$ cat src/rtl/eth_tlp_extract.sv
// rtl/eth_tlp_extract.sv - strips header beats from Ethernet frames and writes the TLP payload to a FIFO
// Optional STATS_EN builds pkt_cnt/drop_cnt/runt_cnt; otherwise those ports are tied to 0.
module eth_tlp_extract #(
  parameter int C_DATA_WIDTH = 64,
  parameter int KEEP_WIDTH   = C_DATA_WIDTH / 32,
  parameter int HDR_BEATS    = 6,
  parameter int DIN_WIDTH    = 4 * KEEP_WIDTH + C_DATA_WIDTH + 2
) (
  input  logic                    user_clk,
  input  logic                    user_reset,
  input  logic [C_DATA_WIDTH-1:0] s_axis_tdata,
  input  logic [KEEP_WIDTH-1:0]   s_axis_tkeep,
  input  logic                    s_axis_tuser,
  input  logic                    s_axis_tlast,
  input  logic                    s_axis_tvalid,
  output logic                    s_axis_tready,
  output logic                    wr_en,
  output logic [DIN_WIDTH-1:0]    din,
  input  logic                    full,
  input  logic                    prog_full,
  output logic [31:0]             pkt_cnt,
  output logic [31:0]             drop_cnt,
  output logic [31:0]             runt_cnt
);

  typedef enum logic [1:0] {IDLE, HDR, PAYLOAD, DROP} state_t;

  localparam logic [3:0] HDR_LAST = 4'(HDR_BEATS);

  state_t                state_q, state_d;
  logic [3:0]            hdr_cnt_q, hdr_cnt_d;
  logic                  accept;
  logic [4*KEEP_WIDTH-1:0] byte_keep;

  // Ready and write strobe are gated by reset so they fall immediately, not at the next edge.
  assign s_axis_tready = !user_reset && ((state_q != PAYLOAD) || !full);
  assign accept        = s_axis_tvalid && s_axis_tready;
  assign wr_en         = !user_reset && (state_q == PAYLOAD) && s_axis_tvalid && !full;

  for (genvar i = 0; i < KEEP_WIDTH; i++) begin : g_keep
    assign byte_keep[4*i +: 4] = {4{s_axis_tkeep[i]}};
  end

  assign din = {byte_keep, s_axis_tdata, s_axis_tlast, s_axis_tuser};

  always_ff @(posedge user_clk or posedge user_reset) begin
    if (user_reset) begin
      state_q   <= IDLE;
      hdr_cnt_q <= 4'd0;
    end else begin
      state_q   <= state_d;
      hdr_cnt_q <= hdr_cnt_d;
    end
  end

  always_comb begin
    state_d   = state_q;
    hdr_cnt_d = hdr_cnt_q;
    case (state_q)
      IDLE: begin
        if (accept) begin
          if (prog_full) begin
            if (!s_axis_tlast) state_d = DROP;
          end else if (!s_axis_tlast) begin
            hdr_cnt_d = 4'd1;
            state_d   = (HDR_BEATS == 1) ? PAYLOAD : HDR;
          end
        end
      end
      HDR: begin
        if (accept) begin
          hdr_cnt_d = hdr_cnt_q + 4'd1;
          if (s_axis_tlast) begin
            hdr_cnt_d = 4'd0;
            state_d   = IDLE;
          end else if (hdr_cnt_q + 4'd1 == HDR_LAST) begin
            state_d = PAYLOAD;
          end
        end
      end
      PAYLOAD: begin
        if (accept && s_axis_tlast) state_d = IDLE;
      end
      DROP: begin
        if (accept && s_axis_tlast) state_d = IDLE;
      end
      default: state_d = IDLE;
    endcase
  end

`ifdef STATS_EN
  logic        pkt_inc, drop_inc, runt_inc;
  logic [31:0] pkt_cnt_q, drop_cnt_q, runt_cnt_q;

  // A tlast on any header beat, including the last one, is a runt.
  assign pkt_inc  = accept && s_axis_tlast && (state_q == PAYLOAD);
  assign drop_inc = accept && (state_q == IDLE) && prog_full;
  assign runt_inc = accept && s_axis_tlast &&
                    (((state_q == IDLE) && !prog_full) || (state_q == HDR));

  always_ff @(posedge user_clk or posedge user_reset) begin
    if (user_reset) begin
      pkt_cnt_q  <= 32'd0;
      drop_cnt_q <= 32'd0;
      runt_cnt_q <= 32'd0;
    end else begin
      if (pkt_inc)  pkt_cnt_q  <= pkt_cnt_q + 32'd1;
      if (drop_inc) drop_cnt_q <= drop_cnt_q + 32'd1;
      if (runt_inc) runt_cnt_q <= runt_cnt_q + 32'd1;
    end
  end

  assign pkt_cnt  = pkt_cnt_q;
  assign drop_cnt = drop_cnt_q;
  assign runt_cnt = runt_cnt_q;
`else
  assign pkt_cnt  = 32'd0;
  assign drop_cnt = 32'd0;
  assign runt_cnt = 32'd0;
`endif

endmodule
$ cat config.mk
export PLATFORM = sky130hd
export DESIGN_NAME = eth_tlp_extract
export DESIGN_NICKNAME = d
export VERILOG_FILES = /design/src/rtl/eth_tlp_extract.sv
export SDC_FILE = /design/constraint.sdc
export NUM_CORES = 1
export LEC_CHECK = 0
export CORE_AREA = 2 2 94 96
export CTS_CLUSTER_DIAMETER = 150
export CTS_CLUSTER_SIZE = 24
export DETAILED_ROUTE_END_ITERATION = 8
export DIE_AREA = 0 0 96 98
export PLACE_DENSITY = 0.73
export SKIP_CTS_REPAIR_TIMING = 1
export SLEW_MARGIN = 20
export SYNTH_ARGS = -nofsm -noshare
export SYNTH_HDL_FRONTEND = slang
export SYNTH_SLANG_ARGS = --single-unit
$ cat constraint.sdc
create_clock -name user_clk -period 1.3 [get_ports user_clk]
set_input_delay 0.13 -clock user_clk [delete_from_list [all_inputs] [get_ports user_clk]]
set_output_delay 0.13 -clock user_clk [all_outputs]
set_load 0.02 [all_outputs]
Yosys cells after proc, flatten, opt, wreduce, memory -nomap -nowiden. Index checks and enable logic that the tools add are counted.

Add/sub/neg operators: 1. Eq/ne operators: 11. Mux-type cells: 15. Reductions and logical operators: 14.

Operator list (number): 2-to-1 mux 4 bit (5); 2-to-1 mux 2 bit (8); inequality test 2 bit, second input constant (5); AND reduction 5 bit (2); one-hot mux 4 bit (2 select lines) (1); logical AND 1 bit (6); one-hot mux 2 bit (3 select lines) (1); adder 4 x 1 -> 4 bit, second input constant (1); equality test 2 bit, second input constant (2); equality test 4 x 3 -> 1 bit, second input constant (1); inequality test 3 bit, second input constant (1); equality test 2 x 1 -> 1 bit, second input constant (1); logical NOT 1 bit (2); logical NOT 2 bit (1); inequality test 2 x 1 -> 1 bit, second input constant (1); nonzero test 2 bit (1); OR reduction 2 bit (1); logical OR 1 bit (1).

Flip-flop bits (word level): 6. Input bits: 73. Output and inout bits: 172. Logic and storage cells: 43.

Logic depth before layout (Yosys ltp). Gate-level depths: netlist of run 1.

Depth in word-level cells: 7. Gate-level depth with buffers: 5. Mapped depth without buffers: 4.

Worst setup path before layout of run 1. Ideal clock, no wire load.

Path kind: reg2out. Start: register state_q[0]. End: output port wr_en. Arrival: 1209 ps. Data required time: 1170 ps. Path slack: -39 ps. Stages on the path, launching flop included: 2. Buffers on the path: 0. Path through: dfrtp_1 > nor4b_1.

Word-level cells in the longest chain between the ends: 4.

Ends and longest elaborated chain: from (decl) (RTL line 30) `state_t state_q, state_d;`; from (signal assigned) (RTL line 51) `state_q <= state_d;`; equality test 2 bit (RTL line 38) `assign wr_en = !user_reset && (state_q == PAYLOAD) && s_axis_tvalid && !full;`; logical AND 1 bit (3 in a row) (RTL line 38); to (decl) (RTL line 17) `output logic wr_en,`.

Every way passes these cells.

Worst setup path in the final report of run 1.
Start: register hdr_cnt_q[1]. End: register state_q[0].

Word-level cells in the longest chain between the ends: 4.

Ends and longest elaborated chain: from (decl) (RTL line 31) `logic [3:0] hdr_cnt_q, hdr_cnt_d;`; from (signal assigned) (RTL line 52) `hdr_cnt_q <= hdr_cnt_d;`; adder 4 x 1 -> 4 bit (RTL line 76) `end else if (hdr_cnt_q + 4'd1 == HDR_LAST) begin`; equality test 4 x 3 -> 1 bit (RTL line 76); inequality test 3 bit (no line); AND reduction 5 bit (no line).

Every way passes these cells. A chain may end at the register's enable or synchronous reset.

==> results.txt, run 1 <==
----------------------------------------------------
[Logic synthesis]
  Synth top area share ... 75.6%
  Synth warn ... 0
  Cell count after synthesis ... 218
  Number of distinct library cell variants in the gate-level netlist after synthesis ... 27
  Post-synthesis register bit count ... 6
  Cell type contributing the most total cell area after synthesis ... sky130_fd_sc_hd__buf_4
  Post-synthesis instance area ... roughly 0.0017 mm2
  Mapped Avg Cell Area ... roughly 7.7 um2
  Sequential share of the synthesized area ... 8.90%
  Largest cells by area after synthesis ... sky130_fd_sc_hd__buf_4 (76%), sky130_fd_sc_hd__dfrtp_1 (8.9%), sky130_fd_sc_hd__ha_1 (1.5%), sky130_fd_sc_hd__inv_1 (1.1%), sky130_fd_sc_hd__xor2_1 (1.0%)

[Detailed routing]
  Wire length after detailed routing ... ~2400 um
  Length of the first detailed-routing pass in iterations ... 4
  Remaining design rule violation count ... 0
  Average wire length per cell after detail routing ... between 8 and 9 um
  Post-DR vias/cell ... between 2 and 3
  DR iter-0 viols ... 8
  Remaining number of nets flagged by the antenna check after routing ... 0
  Vias after detailed routing ... around 740

[Finish]
  Cell Count, Final, Fillers Out ... around 270
  Nets@finish ... ~240
  Count of filler cells inserted in the layout ... about 1000
  Area Growth Syn to Fin ... -31.0%
  End-of-flow core utilization ... around 14%
  Number of diodes ... 0
  Area of all sequential standard cells ... between 150 and 200 um2
  Area of the multi-input gates ... 638 um2
  Fraction of layout instances using a drive strength above 1 ... around 15%

[STA]
  Minimum setup slack in the final design ... -0.0292 ns
  Post-Route Setup TNS ... -0.0292 ns
  Tmin final ... 1.33 ns
  Layout Skew ... 0.00400 ns
  Unrepaired setup endpoints after global routing ... true
  Achievable clock frequency ... approximately 0.75 GHz
  Worst hold slack ... 0.260 ns
  Final period utilization ... 102%
  Final Setup Violations ... 1
  Final Hold Violating Endpoints ... 0
  Number of pins exceeding their max-slew limit in the final report ... 0

[Place]
  Cell count after placement ... between 200 and 300
  Final weighted congestion in routability-driven placement ... 0.802
  Count of buffers inserted at the top-level ports ... 8
  Hpwl dp ... roughly 2000 um

[Critical path]
  Crit path capture type ... register
  CP Buf/Inv Count ... 0
  Worst endpoint required time ... about 1.4 ns
  Maximum fanout along the worst path ... 4
  Largest delay contributor family on the critical path ... flip-flops
  Crit-path slowest cell ... sky130_fd_sc_hd__dfrtp_1
  Crit-path max cell delay ... 0.41 ns
  Worst Path Class, Setup ... reg -> reg
  Cell breakdown of the critical path ... ha_2 -> xor2_1 -> nand4b_1 -> a221o_1
  CP arrival ... ~1.4 ns
  CP Launch Type ... register

[Clock tree]
  Clock tree buffer depth ... 2
  Clock Sinks ... 6
  Root buffer cell ... sky130_fd_sc_hd__clkbuf_8
  Maximum level of the CTS H-tree ... 1
  TritonCTS Buffers ... 3
  Clock Latency Late Sink ... about 0.22 ns
  CTS tree ... done
  Clock-pin slew on the worst setup and hold paths ... 0.04 ns

[Floorplanning]
  Placement row count ... 34
  Die Span Y ... approximately 98 um
  Area enclosed by the die boundary ... ~0.0094 mm2
  Initial Utilization ... between 10% and 20%
  CORE AREA ... 0.00847 mm2
  Horizontal die dimension ... between 90 and 100 um
  Number of ports placed on the die boundary ... roughly 250

[Status]
  Outcome ... finished with violations
  Violations in the final reports ... setup timing

[Min path]
  Worst hold path class ... in -> out

[Power]
  Leakage ... between 0.6 and 0.7 nW
  Power, Total ... 1.31 mW
  Worst vdd ir ... approximately 290 uV
  Areal power density over the cells ... 1130 mW/mm2

[GRT]
  Number of antenna violations at the first check in global routing ... 0
  Global-route total usage across every layer ... under 10%
  First-pass GRT wire length ... ~2700 um
  Global route overflow ... 0
  Maximum number of pins on one net before global-route repair ... 9
  Number of global-route vias before repair ... between 400 and 500

[Job]
  Max-cap check violation count ... 0

----------------------------------------------------
-- worst reg2reg max path, cell delays in order (launching register included) --
cell and delay [ns]:
sky130_fd_sc_hd__dfrtp_1 0.41, sky130_fd_sc_hd__ha_2 0.20, sky130_fd_sc_hd__xor2_1 0.16, sky130_fd_sc_hd__nand4b_1 0.14, sky130_fd_sc_hd__a221o_1 0.30
-- where the power goes --
part | internal (mW) | switching [mW] | leakage, nW | total, mW
Combinational | 0.257 | 0.474 | 0.579 | 0.731
Clock | 0.199 | 0.0818 | 0.0216 | 0.281
Sequential | 0.245 | 0.0562 | 0.0766 | 0.302
Total | 0.702 | 0.612 | 0.677 | 1.31
-- cell usage in the layout (no fill, tap or decap), types with 2 or more instances in the layout --
master                            Yosys  routed
sky130_fd_sc_hd__xor2_1               2       2
sky130_fd_sc_hd__conb_1               1      96
sky130_fd_sc_hd__dfrtp_1              6       6
sky130_fd_sc_hd__nor3_1               2       2
sky130_fd_sc_hd__nand2_1              4       4
sky130_fd_sc_hd__clkbuf_8             0       3
sky130_fd_sc_hd__dlymetal6s2s_1       0       5
sky130_fd_sc_hd__clkdlybuf4s50_1      0       3
sky130_fd_sc_hd__o21ai_2              0       2
sky130_fd_sc_hd__inv_1                5       5
sky130_fd_sc_hd__nor2_1               4       3
sky130_fd_sc_hd__buf_4              170       9
-- routing by layer --
| metal | share of wire [%] | up-vias | GRT usage (%) | routed length (um) |
|---|---|---|---|---|
| li1 | - | 303 | - | - |
| met1 | 20 | 308 | 2.58 | 496 |
| met2 | 47 | 92 | 5.40 | 1140 |
| met3 | 23 | 38 | 3.94 | 558 |
| met4 | 10 | 0 | 4.73 | 246 |
| met5 | 0 | - | 0 | 0 |
-- cell type report --
type / instances / area share, %
clock buffer: 3 / 3.54
timing repair buffer: 19 / 15.6
multi-input combinational: 131 / 54.8
inverter: 5 / 1.61
tap: 108 / 11.6
sequential: 6 / 12.9
-- cells by family (layout without fill, tap and decap cells) --
| kind of cell | Yosys count | count (layout) | synth area share, % |
|---|---|---|---|
| AOI/OAI and AO/OA | 9 | 9 | 3.93 |
| xor gates and xnor gates | 2 | 2 | 1.04 |
| other | 1 | 96 | 0.222 |
| buffers and inverters | 176 | 27 | 77.0 |
| DFF | 6 | 6 | 8.90 |
| adders and majority gates | 2 | 2 | 1.48 |
| and+or+nand+nor | 22 | 22 | 7.41 |
-- state kept, by name, indices dropped and copies added (netlist names) --
name       flops
hdr_cnt_q      4
state_q        2
-- synthesized netlist by cell type --
| cell | number |
|---|---|
| sky130_fd_sc_hd__a221oi_1 | 1 |
| sky130_fd_sc_hd__or2_0 | 1 |
| sky130_fd_sc_hd__a21oi_1 | 1 |
| sky130_fd_sc_hd__o21ai_0 | 3 |
| sky130_fd_sc_hd__nor4_1 | 2 |
| sky130_fd_sc_hd__xor2_1 | 2 |
| sky130_fd_sc_hd__o31ai_2 | 1 |
| sky130_fd_sc_hd__nand3b_1 | 1 |
| sky130_fd_sc_hd__or2_2 | 1 |
| sky130_fd_sc_hd__or3b_4 | 1 |
| sky130_fd_sc_hd__buf_4 | 170 |
| sky130_fd_sc_hd__nor3_1 | 2 |
| sky130_fd_sc_hd__dfrtp_1 | 6 |
| sky130_fd_sc_hd__nor2_1 | 4 |
| sky130_fd_sc_hd__ha_1 | 2 |
| sky130_fd_sc_hd__nand2b_1 | 1 |
| sky130_fd_sc_hd__nand3_1 | 1 |
| sky130_fd_sc_hd__nand2_1 | 4 |
| sky130_fd_sc_hd__a31oi_1 | 1 |
| sky130_fd_sc_hd__nor4b_1 | 1 |
| sky130_fd_sc_hd__a211o_1 | 1 |
| sky130_fd_sc_hd__nor2b_1 | 2 |
| sky130_fd_sc_hd__nand4b_1 | 1 |
| sky130_fd_sc_hd__buf_2 | 1 |
| sky130_fd_sc_hd__inv_1 | 5 |
| sky130_fd_sc_hd__a221o_1 | 1 |
| sky130_fd_sc_hd__conb_1 | 1 |
-- stage by stage --
step | setup WS [ns] | area [um2]
global placement | -0.395 | 1050
CTS | -0.437 | 1100
global route | -0.0779 | 1160
detailed placement | -0.434 | 1050
finish | -0.0292 | 1160
floorplan | 0.0271 | 2050
-- final timing paths --
path,from,endpoint,slack (ns),depth (start not counted)
hold / removal,s_axis_tdata[9],din[11],0.26,0
setup reg to reg,hdr_cnt_q[1],state_q[0],-0.03,4
setup / recovery,hdr_cnt_q[1],state_q[0],-0.03,4
hold reg to reg,hdr_cnt_q[3],hdr_cnt_q[3],0.55,2
min in group asynchronous,user_reset,state_q[1],0.45,3
max in group asynchronous,user_reset,hdr_cnt_q[2],0.64,3
No activity file was read; power rests on OpenSTA's default activity.
==> inputs of run 2 (changes only) <==
--- a/config.mk
+++ b/config.mk
@@ -7,7 +7,7 @@
 export LEC_CHECK = 0
 export CORE_AREA = 2 2 94 96
 export CTS_CLUSTER_DIAMETER = 150
-export CTS_CLUSTER_SIZE = 24
+export CTS_CLUSTER_SIZE = 10
 export DETAILED_ROUTE_END_ITERATION = 8
 export DIE_AREA = 0 0 96 98
 export PLACE_DENSITY = 0.73
==> results of run 2 <==
The final DEF is identical to that of run 1; final timing and power are the same.
==> inputs of run 3 (changes only) <==
--- a/config.mk
+++ b/config.mk
@@ -6,7 +6,6 @@
 export NUM_CORES = 1
 export LEC_CHECK = 0
 export CORE_AREA = 2 2 94 96
-export CTS_CLUSTER_DIAMETER = 150
 export CTS_CLUSTER_SIZE = 10
 export DETAILED_ROUTE_END_ITERATION = 8
 export DIE_AREA = 0 0 96 98
==> results of run 3 <==
The final DEF is identical to that of run 1; final timing and power are the same.
